File: src/rtl/multi_alarm_clock_pkg.sv
// Shared definitions for the multi-alarm clock: ring FSM states, select codes,
// time-field limits and a two-digit BCD helper.
package multi_alarm_clock_pkg;

  typedef enum logic [1:0] {
    ST_IDLE   = 2'd0,
    ST_RING   = 2'd1,
    ST_SNOOZE = 2'd2
  } ring_state_e;

  localparam logic [1:0] SEL_HH = 2'd0;
  localparam logic [1:0] SEL_MM = 2'd1;
  localparam logic [1:0] SEL_SS = 2'd2;

  localparam logic [1:0] DISP_HHMM  = 2'd0;
  localparam logic [1:0] DISP_MMSS  = 2'd1;
  localparam logic [1:0] DISP_ALARM = 2'd2;
  localparam logic [1:0] DISP_TIMER = 2'd3;

  localparam logic [4:0] MAX_HH = 5'd23;
  localparam logic [5:0] MAX_MS = 6'd59;

  // Values above 99 are the caller's responsibility to saturate first.
  function automatic logic [7:0] to_bcd2(input logic [6:0] v);
    logic [3:0] tens;
    logic [3:0] ones;
    tens = 4'(v / 7'd10);
    ones = 4'(v % 7'd10);
    return {tens, ones};
  endfunction

endpackage

File: src/rtl/multi_alarm_clock_tick_divider.sv
// Free-running 1 Hz tick generator; hold parks the count at zero so the next
// tick lands a full period after hold is released.
module tick_divider #(
  parameter int CLK_HZ = 50000000
) (
  input  logic clk,
  input  logic rst,
  input  logic hold,
  output logic tick
);

  localparam int CW = (CLK_HZ > 1) ? $clog2(CLK_HZ) : 1;
  localparam logic [CW-1:0] LAST = CW'(CLK_HZ - 1);

  logic [CW-1:0] cnt_q;
  logic          tick_q;

  always_ff @(posedge clk) begin
    if (rst || hold) begin
      cnt_q  <= '0;
      tick_q <= 1'b0;
    end else if (cnt_q == LAST) begin
      cnt_q  <= '0;
      tick_q <= 1'b1;
    end else begin
      cnt_q  <= cnt_q + CW'(1);
      tick_q <= 1'b0;
    end
  end

  assign tick = tick_q;

endmodule

File: src/rtl/multi_alarm_clock.sv
// Time-of-day clock with NUM_ALM alarm slots, ring/snooze FSM, a countdown
// timer and a registered four-digit BCD display.
module multi_alarm_clock
  import multi_alarm_clock_pkg::*;
#(
  parameter int CLK_HZ     = 50000000,
  parameter int NUM_ALM    = 4,
  parameter int RING_SEC   = 30,
  parameter int SNOOZE_SEC = 300
) (
  input  logic               clk,
  input  logic               rst,
  input  logic               set_en,
  input  logic               set_wr,
  input  logic [1:0]         set_sel,
  input  logic [5:0]         set_val,
  input  logic               alm_wr,
  input  logic [3:0]         alm_idx,
  input  logic               alm_on,
  input  logic [4:0]         alm_hh,
  input  logic [5:0]         alm_mm,
  input  logic               ack,
  input  logic               snooze,
  input  logic               tmr_load,
  input  logic [16:0]        tmr_val,
  input  logic               tmr_run,
  input  logic [1:0]         disp_mode,
  output logic               tick,
  output logic [4:0]         hh,
  output logic [5:0]         mm,
  output logic [5:0]         ss,
  output logic [NUM_ALM-1:0] alm_hit,
  output logic               buzz,
  output logic               tmr_done,
  output logic [15:0]        disp
);

  localparam int RCW = (RING_SEC > 0) ? $clog2(RING_SEC + 1) : 1;
  localparam int SCW = (SNOOZE_SEC > 0) ? $clog2(SNOOZE_SEC + 1) : 1;
  localparam logic [RCW-1:0] RING_LD = RCW'(RING_SEC);
  localparam logic [SCW-1:0] SNZ_LD  = SCW'(SNOOZE_SEC);

  logic tick_w;
  logic adv;

  logic [4:0] hh_q, hh_d;
  logic [5:0] mm_q, mm_d;
  logic [5:0] ss_q, ss_d;
  logic       roll_min;

  // Slot storage is sized for the full 4-bit index so alm_idx never selects
  // past the array; entries at or above NUM_ALM are never written.
  logic       alm_en_q [16];
  logic [4:0] alm_hh_q [16];
  logic [5:0] alm_mm_q [16];
  logic       alm_idx_ok;

  logic [NUM_ALM-1:0] match_vec;
  logic [NUM_ALM-1:0] alm_hit_q, hit_d;
  ring_state_e        state_q, state_d;
  logic [RCW-1:0]     ring_q, ring_d;
  logic [SCW-1:0]     snz_q, snz_d;

  logic [16:0] tmr_q, tmr_d;
  logic        tmr_done_q, done_d;
  logic [16:0] tmr_min;
  logic [6:0]  tmr_min_sat;
  logic [5:0]  tmr_sec;
  logic [15:0] disp_q, disp_d;

  tick_divider #(
    .CLK_HZ(CLK_HZ)
  ) u_div (
    .clk (clk),
    .rst (rst),
    .hold(set_en),
    .tick(tick_w)
  );

  // A tick already in flight when set_en rises must not move the time.
  assign adv        = tick_w & ~set_en;
  assign roll_min   = adv && (ss_q == MAX_MS);
  assign alm_idx_ok = ({1'b0, alm_idx} < 5'(NUM_ALM));

  always_comb begin
    hh_d = hh_q;
    mm_d = mm_q;
    ss_d = ss_q;
    if (adv) begin
      if (ss_q == MAX_MS) begin
        ss_d = '0;
        if (mm_q == MAX_MS) begin
          mm_d = '0;
          hh_d = (hh_q == MAX_HH) ? 5'd0 : hh_q + 5'd1;
        end else begin
          mm_d = mm_q + 6'd1;
        end
      end else begin
        ss_d = ss_q + 6'd1;
      end
    end else if (set_en && set_wr) begin
      unique case (set_sel)
        SEL_HH:  if (set_val <= {1'b0, MAX_HH}) hh_d = set_val[4:0];
        SEL_MM:  if (set_val <= MAX_MS) mm_d = set_val;
        SEL_SS:  if (set_val <= MAX_MS) ss_d = set_val;
        default: ;
      endcase
    end
  end

  always_ff @(posedge clk) begin
    if (rst) begin
      hh_q <= '0;
      mm_q <= '0;
      ss_q <= '0;
    end else begin
      hh_q <= hh_d;
      mm_q <= mm_d;
      ss_q <= ss_d;
    end
  end

  always_ff @(posedge clk) begin
    if (rst) begin
      for (int i = 0; i < 16; i++) begin
        alm_en_q[i] <= 1'b0;
        alm_hh_q[i] <= '0;
        alm_mm_q[i] <= '0;
      end
    end else if (alm_wr && alm_idx_ok && (alm_hh <= MAX_HH) && (alm_mm <= MAX_MS)) begin
      alm_en_q[alm_idx] <= alm_on;
      alm_hh_q[alm_idx] <= alm_hh;
      alm_mm_q[alm_idx] <= alm_mm;
    end
  end

  // Compare against the time being entered, not the time being left.
  always_comb begin
    match_vec = '0;
    for (int i = 0; i < NUM_ALM; i++) begin
      match_vec[i] = roll_min && alm_en_q[i] &&
                     (alm_hh_q[i] == hh_d) && (alm_mm_q[i] == mm_d);
    end
  end

  always_comb begin
    state_d = state_q;
    ring_d  = ring_q;
    snz_d   = snz_q;
    hit_d   = alm_hit_q;
    if (|match_vec) begin
      state_d = ST_RING;
      ring_d  = RING_LD;
      hit_d   = (ack ? '0 : alm_hit_q) | match_vec;
    end else begin
      unique case (state_q)
        ST_RING: begin
          if (ack) begin
            state_d = ST_IDLE;
            hit_d   = '0;
          end else if (snooze) begin
            state_d = ST_SNOOZE;
            snz_d   = SNZ_LD;
          end else if (adv) begin
            if (ring_q <= RCW'(1)) begin
              state_d = ST_IDLE;
              hit_d   = '0;
            end else begin
              ring_d = ring_q - RCW'(1);
            end
          end
        end
        ST_SNOOZE: begin
          if (ack) begin
            state_d = ST_IDLE;
            hit_d   = '0;
          end else if (adv) begin
            if (snz_q <= SCW'(1)) begin
              state_d = ST_RING;
              ring_d  = RING_LD;
            end else begin
              snz_d = snz_q - SCW'(1);
            end
          end
        end
        default: ;
      endcase
    end
  end

  always_ff @(posedge clk) begin
    if (rst) begin
      state_q   <= ST_IDLE;
      ring_q    <= '0;
      snz_q     <= '0;
      alm_hit_q <= '0;
    end else begin
      state_q   <= state_d;
      ring_q    <= ring_d;
      snz_q     <= snz_d;
      alm_hit_q <= hit_d;
    end
  end

  // Loading always wins; done fires only on a real 1->0 countdown step.
  always_comb begin
    tmr_d  = tmr_q;
    done_d = tmr_done_q;
    if (tmr_load) begin
      tmr_d  = tmr_val;
      done_d = 1'b0;
    end else begin
      if (ack) done_d = 1'b0;
      if (adv && tmr_run && (tmr_q != '0)) begin
        tmr_d = tmr_q - 17'd1;
        if (tmr_q == 17'd1) done_d = 1'b1;
      end
    end
  end

  always_ff @(posedge clk) begin
    if (rst) begin
      tmr_q      <= '0;
      tmr_done_q <= 1'b0;
    end else begin
      tmr_q      <= tmr_d;
      tmr_done_q <= done_d;
    end
  end

  assign tmr_min     = tmr_q / 17'd60;
  assign tmr_sec     = 6'(tmr_q % 17'd60);
  assign tmr_min_sat = (tmr_min > 17'd99) ? 7'd99 : tmr_min[6:0];

  always_comb begin
    disp_d = '0;
    unique case (disp_mode)
      DISP_HHMM: disp_d = {to_bcd2({2'b0, hh_q}), to_bcd2({1'b0, mm_q})};
      DISP_MMSS: disp_d = {to_bcd2({1'b0, mm_q}), to_bcd2({1'b0, ss_q})};
      DISP_ALARM: begin
        if (alm_idx_ok)
          disp_d = {to_bcd2({2'b0, alm_hh_q[alm_idx]}), to_bcd2({1'b0, alm_mm_q[alm_idx]})};
      end
      DISP_TIMER: disp_d = {to_bcd2(tmr_min_sat), to_bcd2({1'b0, tmr_sec})};
      default: ;
    endcase
  end

  always_ff @(posedge clk) begin
    if (rst) disp_q <= '0;
    else     disp_q <= disp_d;
  end

  assign tick     = tick_w;
  assign hh       = hh_q;
  assign mm       = mm_q;
  assign ss       = ss_q;
  assign alm_hit  = alm_hit_q;
  assign buzz     = (state_q == ST_RING) | tmr_done_q;
  assign tmr_done = tmr_done_q;
  assign disp     = disp_q;

endmodule
File: config.mk
export PLATFORM = sky130hd
export DESIGN_NAME = multi_alarm_clock
export DESIGN_NICKNAME = d
export VERILOG_FILES = /design/src/rtl/multi_alarm_clock_pkg.sv /design/src/rtl/multi_alarm_clock_tick_divider.sv /design/src/rtl/multi_alarm_clock.sv
export SDC_FILE = /design/constraint.sdc
export NUM_CORES = 1
export LEC_CHECK = 0
export BUFFER_PORTS_ARGS = -buffer_cell sky130_fd_sc_hd__buf_2
export CAP_MARGIN = 10
export CORE_UTILIZATION = 55
export DETAILED_ROUTE_END_ITERATION = 10
export PLACE_DENSITY = 0.78
export SYNTH_ARGS = -nofsm -noshare
export SYNTH_HDL_FRONTEND = slang
export SYNTH_HIERARCHICAL = 1
export SYNTH_SLANG_ARGS = --single-unit
File: constraint.sdc
create_clock -name clk -period 8.33 [get_ports clk]
set_input_delay 2.499 -clock clk [delete_from_list [all_inputs] [get_ports clk]]
set_output_delay 2.499 -clock clk [all_outputs]
set_load 0.1 [all_outputs]
After elaboration in Yosys (flattened, before gate mapping)
Memory sizes are Yosys's and may differ from the RTL's.
Index checks and enable logic that the tools add are counted.

operators by class
  add/subtract/negate cells = 7
  div/mod/pow operators = 16
  order comparisons = 8
  equal/unequal tests = 47
  mux-type cells = 72
  bitwise gates (word level) = 5
  reduce and logical (&&, ||, !) cells = 43

operator list
  operator                                                count
  two-way mux 5 bit                                       16
  two-way mux 6 bit                                       12
  case mux 16 bit (4 select lines)                        1
  two-way mux 9 bit                                       5
  two-way mux 4 bit                                       9
  two-way mux 17 bit                                      2
  divider 6 x 4 -> 7 bit, second input constant           4
  remainder unit 6 x 4 -> 7 bit, second input constant    4
  != test 4 bit, second input constant                    7
  != test 3 bit, second input constant                    9
  adder 26 x 1 -> 26 bit, second input constant           1
  equality test 26 bit, second input constant             1
  equality test 6 bit                                     4
  equality test 5 bit                                     4
  logical AND 1 bit                                       19
  != test 2 bit, second input constant                    9
  case mux 9 bit (2 select lines)                         1
  divider 17 x 6 -> 17 bit, second input constant         1
  equality test 17 x 1 -> 1 bit, second input constant    1
  > comparator 17 x 7 -> 1 bit, second input constant     1
  remainder unit 17 x 6 -> 17 bit, second input constant  1
  nonzero test 17 bit                                     1
  subtractor 17 x 1 -> 17 bit, second input constant      1
  two-way mux 16 bit                                      1
  other kinds (43)                                        83

storage, ports and cells
  flip-flop bits (word level) = 98
  RAM bits = 192
  output and inout bits = 40
  word-level logic and storage cells = 215
  memories = 3

memories
  memory    words  bits a word  rd ports  clocked after memory_dff  wr ports  line                     text
  alm_mm_q  16     6            5         0                         16        multi_alarm_clock.sv:55  logic [5:0] alm_mm_q [16];
  alm_hh_q  16     5            5         0                         16        multi_alarm_clock.sv:54  logic [4:0] alm_hh_q [16];
  alm_en_q  16     1            4         0                         16        multi_alarm_clock.sv:53  logic alm_en_q [16];

Longest topological paths before layout
  word-level depth = 11
  gate-level depth with buffers = 31
  mapped depth without buffers = 28

Cells and area by module
Netlist, hierarchy kept.

modules (own cells, without submodules)
  module             instances  cells each  area an instance (um^2)  sequential area each (um^2)
  multi_alarm_clock  1          1392        14790.4                  6806.5
  tick_divider       1          146         1313.8                   540.5

Worst setup path after synthesis
Ideal clock, no wire load.

  path kind = input -> register
  start = input alm_idx[0]
  end = register disp_q[12], in the netlist disp[12]
  library setup time = 0.128 ns
  data arrival time = 7.585 ns
  data required time = 8.202 ns
  setup slack = 0.617 ns
  cell stages on the path = 19
  path buffers = 4
  path through = buf_1 -> clkbuf_1 -> buf_1 -> clkbuf_1 -> mux4_2 -> mux2_2 -> o21ai_0 -> ha_1 -> inv_1 -> ha_1 -> a31oi_1 -> xnor2_1 -> ha_1 -> o21ai_0 -> a31oi_1 -> nor2_1 -> mux2_2 -> o22ai_1 -> nor2_1

between the ends
  cells in the longest elaborated chain, start to end = 4
  elaborated cells on any way between the ends = 5
  those cells by class = div (1); order compare (1); mux (2); memory (1)

ends and longest elaborated chain
  what                                  line                         text
  start: declaration                    multi_alarm_clock.sv:18      input logic [3:0] alm_idx,
  memory (16 x 5 bit)                   n/a
  divider 5 x 4 -> 7 bit                multi_alarm_clock_pkg.sv:27  tens = 4'(v / 7'd10);
  two-way mux 16 bit (*)                multi_alarm_clock.sv:241     if (alm_idx_ok)
  case mux 16 bit (4 select lines) (*)  multi_alarm_clock.sv:237     unique case (disp_mode)
  end signal: assignment                multi_alarm_clock.sv:251     else disp_q <= disp_d;
  end: declaration                      multi_alarm_clock.sv:69      logic [15:0] disp_q, disp_d;

Mark *: on every way between the ends. The rest lies on a longest branch, timed or not.
A chain may end at the register's enable or synchronous reset.

Worst setup path after layout
  start = register tmr_q[16]
  end = register disp_q[2], in the netlist disp[2]

between the ends
  cells in the longest elaborated chain, start to end = 3

ends and longest elaborated chain
  what                              line                         text
  start: declaration                multi_alarm_clock.sv:64      logic [16:0] tmr_q, tmr_d;
  start signal: assignment          multi_alarm_clock.sv:226     tmr_q <= tmr_d;
  remainder unit 17 x 6 -> 17 bit   multi_alarm_clock.sv:232     assign tmr_sec = 6'(tmr_q % 17'd60);
  remainder unit 6 x 4 -> 7 bit     multi_alarm_clock_pkg.sv:28  ones = 4'(v % 7'd10);
  case mux 16 bit (4 select lines)  multi_alarm_clock.sv:237

No other way between the ends.

==> results.toml <==
[synthesis]
netlist_top_cells_count = "edfxtp_1, nor2_1, a21oi_1"
synth.top_cell.area_share_pct = 33.6
yosysTopAreaCell = "edfxtp_1"
synth-seq-cells = 277
synthFlopType = "edfxtp_1"
synthTopCellsByArea = "edfxtp_1, dfxtp_1, mux4_2"
ys_seq_area_share_pct = 45.6
synth_edf_count = 180
yosysWarnings = 6
synth_cells = 1538
syn_area_per_cell_um2 = 10.5
postSynth.asyncResetShare_pct = 0
yosysMostFrequentCell = "edfxtp_1"
synthDistinctLibCells = 114
synth_area_um2 = 16100

[routing]
drc = 0
vias = 12600
wl_per_cell_um = 18.5
drtAntennaViolNets = 0
firstDrtPassIters = 5
drt_iter0_markers = 1211
vias_per_cell = 5.96
totalWireLength_mm = 39.2

[grt]
grtUsageTotal_pct = 25.9
grt_pass1_wl_mm = 62.4
gr-total-overflow = 0
grt_max_degree = 81
antenna_found_initial = 5
grt_pass1_vias = 11800

[worst_setup_path]
critical_path_required_ns = 8.82
crit_fanout = 15
critPathCaptureType = "register"
slowest_delay_ns = 0.69
setup.worst_path.start = "tmr_q[16]"
slowest_stage = "dfxtp_1"
worst-setup-path-type = "register to register"
critPathArrivalTime_ns = 8.14
crit_buf_inv = 0
crit_family = "compound AO/OA/AOI/OAI gates"
r2r-start = "tmr_q[16]"
cp-start-kind = "register"

[cts]
post-cts-setup-buffers = 0
htree_num_levels = 1
cts_sinks = 277
clkTransAtPathRegs_ns = 0.06
root_buffer = "clkbuf_16"
clock_path_buffers = 3
insertion_delay_ns = 0.58
cts_buffers = 30
cts_tree = "built"

[power]
ir_drop_mv = 0.154
p_leak_nw = 6.67
p_seq_share_pct = 44.6
clock_power_share_pct = 35.8
swShare_pct = 29.1
power.total_mw = 3.58
p_comb_share_pct = 19.6
netSwitchingPower_mw = 1.04
power.density_nw_per_um2 = 197
internal_power_mw = 2.54

[sta]
min_period_ns = 7.65
worst_slew_pin_slew_ns = 1.04
tns_ns = 0
fmax_mhz = 131
relSlewSlack_pct = 30.7
rsz0062_at_grt = "no"
skew_ns = 0.0250
setup-violations-final = 0
fin_crit_sh_pct = 91.8
hold_viol = 0
drv_slew = 0
fin_ws_ns = 0.682

[hold_path]
hp-start = "u_div/cnt_q[0]"
hold_path_class = "register to register"

[flow_run]
maxCapViolations = 0

[die]
die-area_um2 = 30000
die_w_um = 173
die_y_um = 173
num_io_pins = 92
start_util_pct = 56.0
core-area_um2 = 28800
fp-row-count = 62

[placement]
dpl_cell_area_um2 = 17200
numPortBuffers = 90
hpwl_mm = 27.9
place_congestion = 0.913
pre_cts_ws_ns = 0.688

[final_layout]
n_fill_cell = 2291
areaGrowthSynthToFinish_pct = 12.8
fin_area_um2 = 18200
nNetsFinal = 1787
drive_gt1_share_pct = 15.5

[run_status]
status = "finished clean"
==> per-stage QoR <==
stage	hold slack (ns)	std cells	utilization [%]
finish	0.462	2120	63.1
global route	0.480	2119	63.1
CTS	0.463	2116	63.0
detailed placement	0.448	2060	59.8
global placement	0.434	2060	59.8
floorplan	0.421	1670	-
==> cells in the final DEF, fill, tap and decap left out, types with 16 or more instances in the layout <==
master,instances
dfxtp_1,97
inv_1,49
clkbuf_16,30
edfxtp_1,180
nor4_1,16
ha_1,27
xor2_1,35
nor2_1,154
o21ai_0,56
a21oi_1,99
and2_1,65
nor3_1,50
buf_2,89
conb_1,133
nand3_1,57
mux4_2,54
xnor2_1,56
nand2_1,75
==> sequential cells by signal, indices dropped and copies added (netlist names) <==
signal	flops
ring_q	5
alm_mm_q	96
mm	6
u_div/tick	1
u_div/cnt_q	26
tmr_done	1
alm_hh_q	80
alm_hit	4
disp	15
state_q	2
alm_en_q	4
snz_q	9
hh	5
ss	6
tmr_q	17
==> worst reg2reg max path: cells and delay by family, from the launching register on <==
| family | cells | cell delay, ns |
|---|---|---|
| DFF | 1 | 0.69 |
| AOI/OAI and AO/OA | 20 | 4.84 |
| adders and majority gates | 2 | 0.45 |
| xor gates and xnor gates | 1 | 0.17 |
| and+or+nand+nor | 5 | 1.45 |
==> worst paths after layout <==
| path | slack [ns] | cells after the start | endpoint |
|---|---|---|---|
| worst min register to register | 0.46 | 1 | u_div/cnt_q[0] |
| worst max register to register | 0.68 | 28 | disp[2] |
| worst max-delay path | 0.68 | 28 | disp[2] |
| worst min-delay path | 0.46 | 1 | u_div/cnt_q[0] |
==> power groups by stage <==
stage / sequential (mW) / clock, mW / combinational [mW]
floorplan: 1.65 / 0 / 0.497
global placement: 1.62 / 0 / 0.674
detailed placement: 1.62 / 0 / 0.683
CTS: 1.59 / 1.30 / 0.689
global route: 1.60 / 1.36 / 0.759
finish: 1.60 / 1.28 / 0.699
==> cells by family after synthesis <==
group / after synthesis / synth area share [%]
XOR/XNOR: 93 / 5.15
other: 1 / 0.0233
flip-flops: 277 / 45.6
AO/OA/AOI/OAI: 360 / 16.2
buffers and inverters: 148 / 3.95
multiplexers: 73 / 8.84
AND/OR/NAND/NOR: 558 / 18.1
adder cells (fa/ha/maj): 28 / 2.17
==> repair_timing <==
action / 4_1_cts / 5_1_grt
endpoints found under the setup margin: 0 / 3
resized for setup: 0 / 1
hold buffers: 0 / 0
==> routing by layer <==
metal	wire (um)	part of all wire (%)	vias up	global-route usage (%)
met5	13	0.033	-	0
met2	18500	47	508	42.8
met3	2720	6.9	85	3.32
li1	-	-	5995	-
met4	1400	3.6	2	9.85
met1	16600	42	6036	35.0
==> area by class of cell <==
| cell class | count | area [um2] | area share (%) |
|---|---|---|---|
| multi-input cells | 1245 | 8620 | 47.5 |
| clock buffers | 39 | 785 | 4.32 |
| well taps | 384 | 480 | 2.65 |
| diodes | 4 | 10.0 | 0.0551 |
| clock inverters | 17 | 164 | 0.903 |
| inverters | 49 | 184 | 1.01 |
| flip-flops and latches | 277 | 7350 | 40.5 |
| repair buffers | 105 | 569 | 3.13 |
Note: power is estimated with default switching activity, not from simulation.
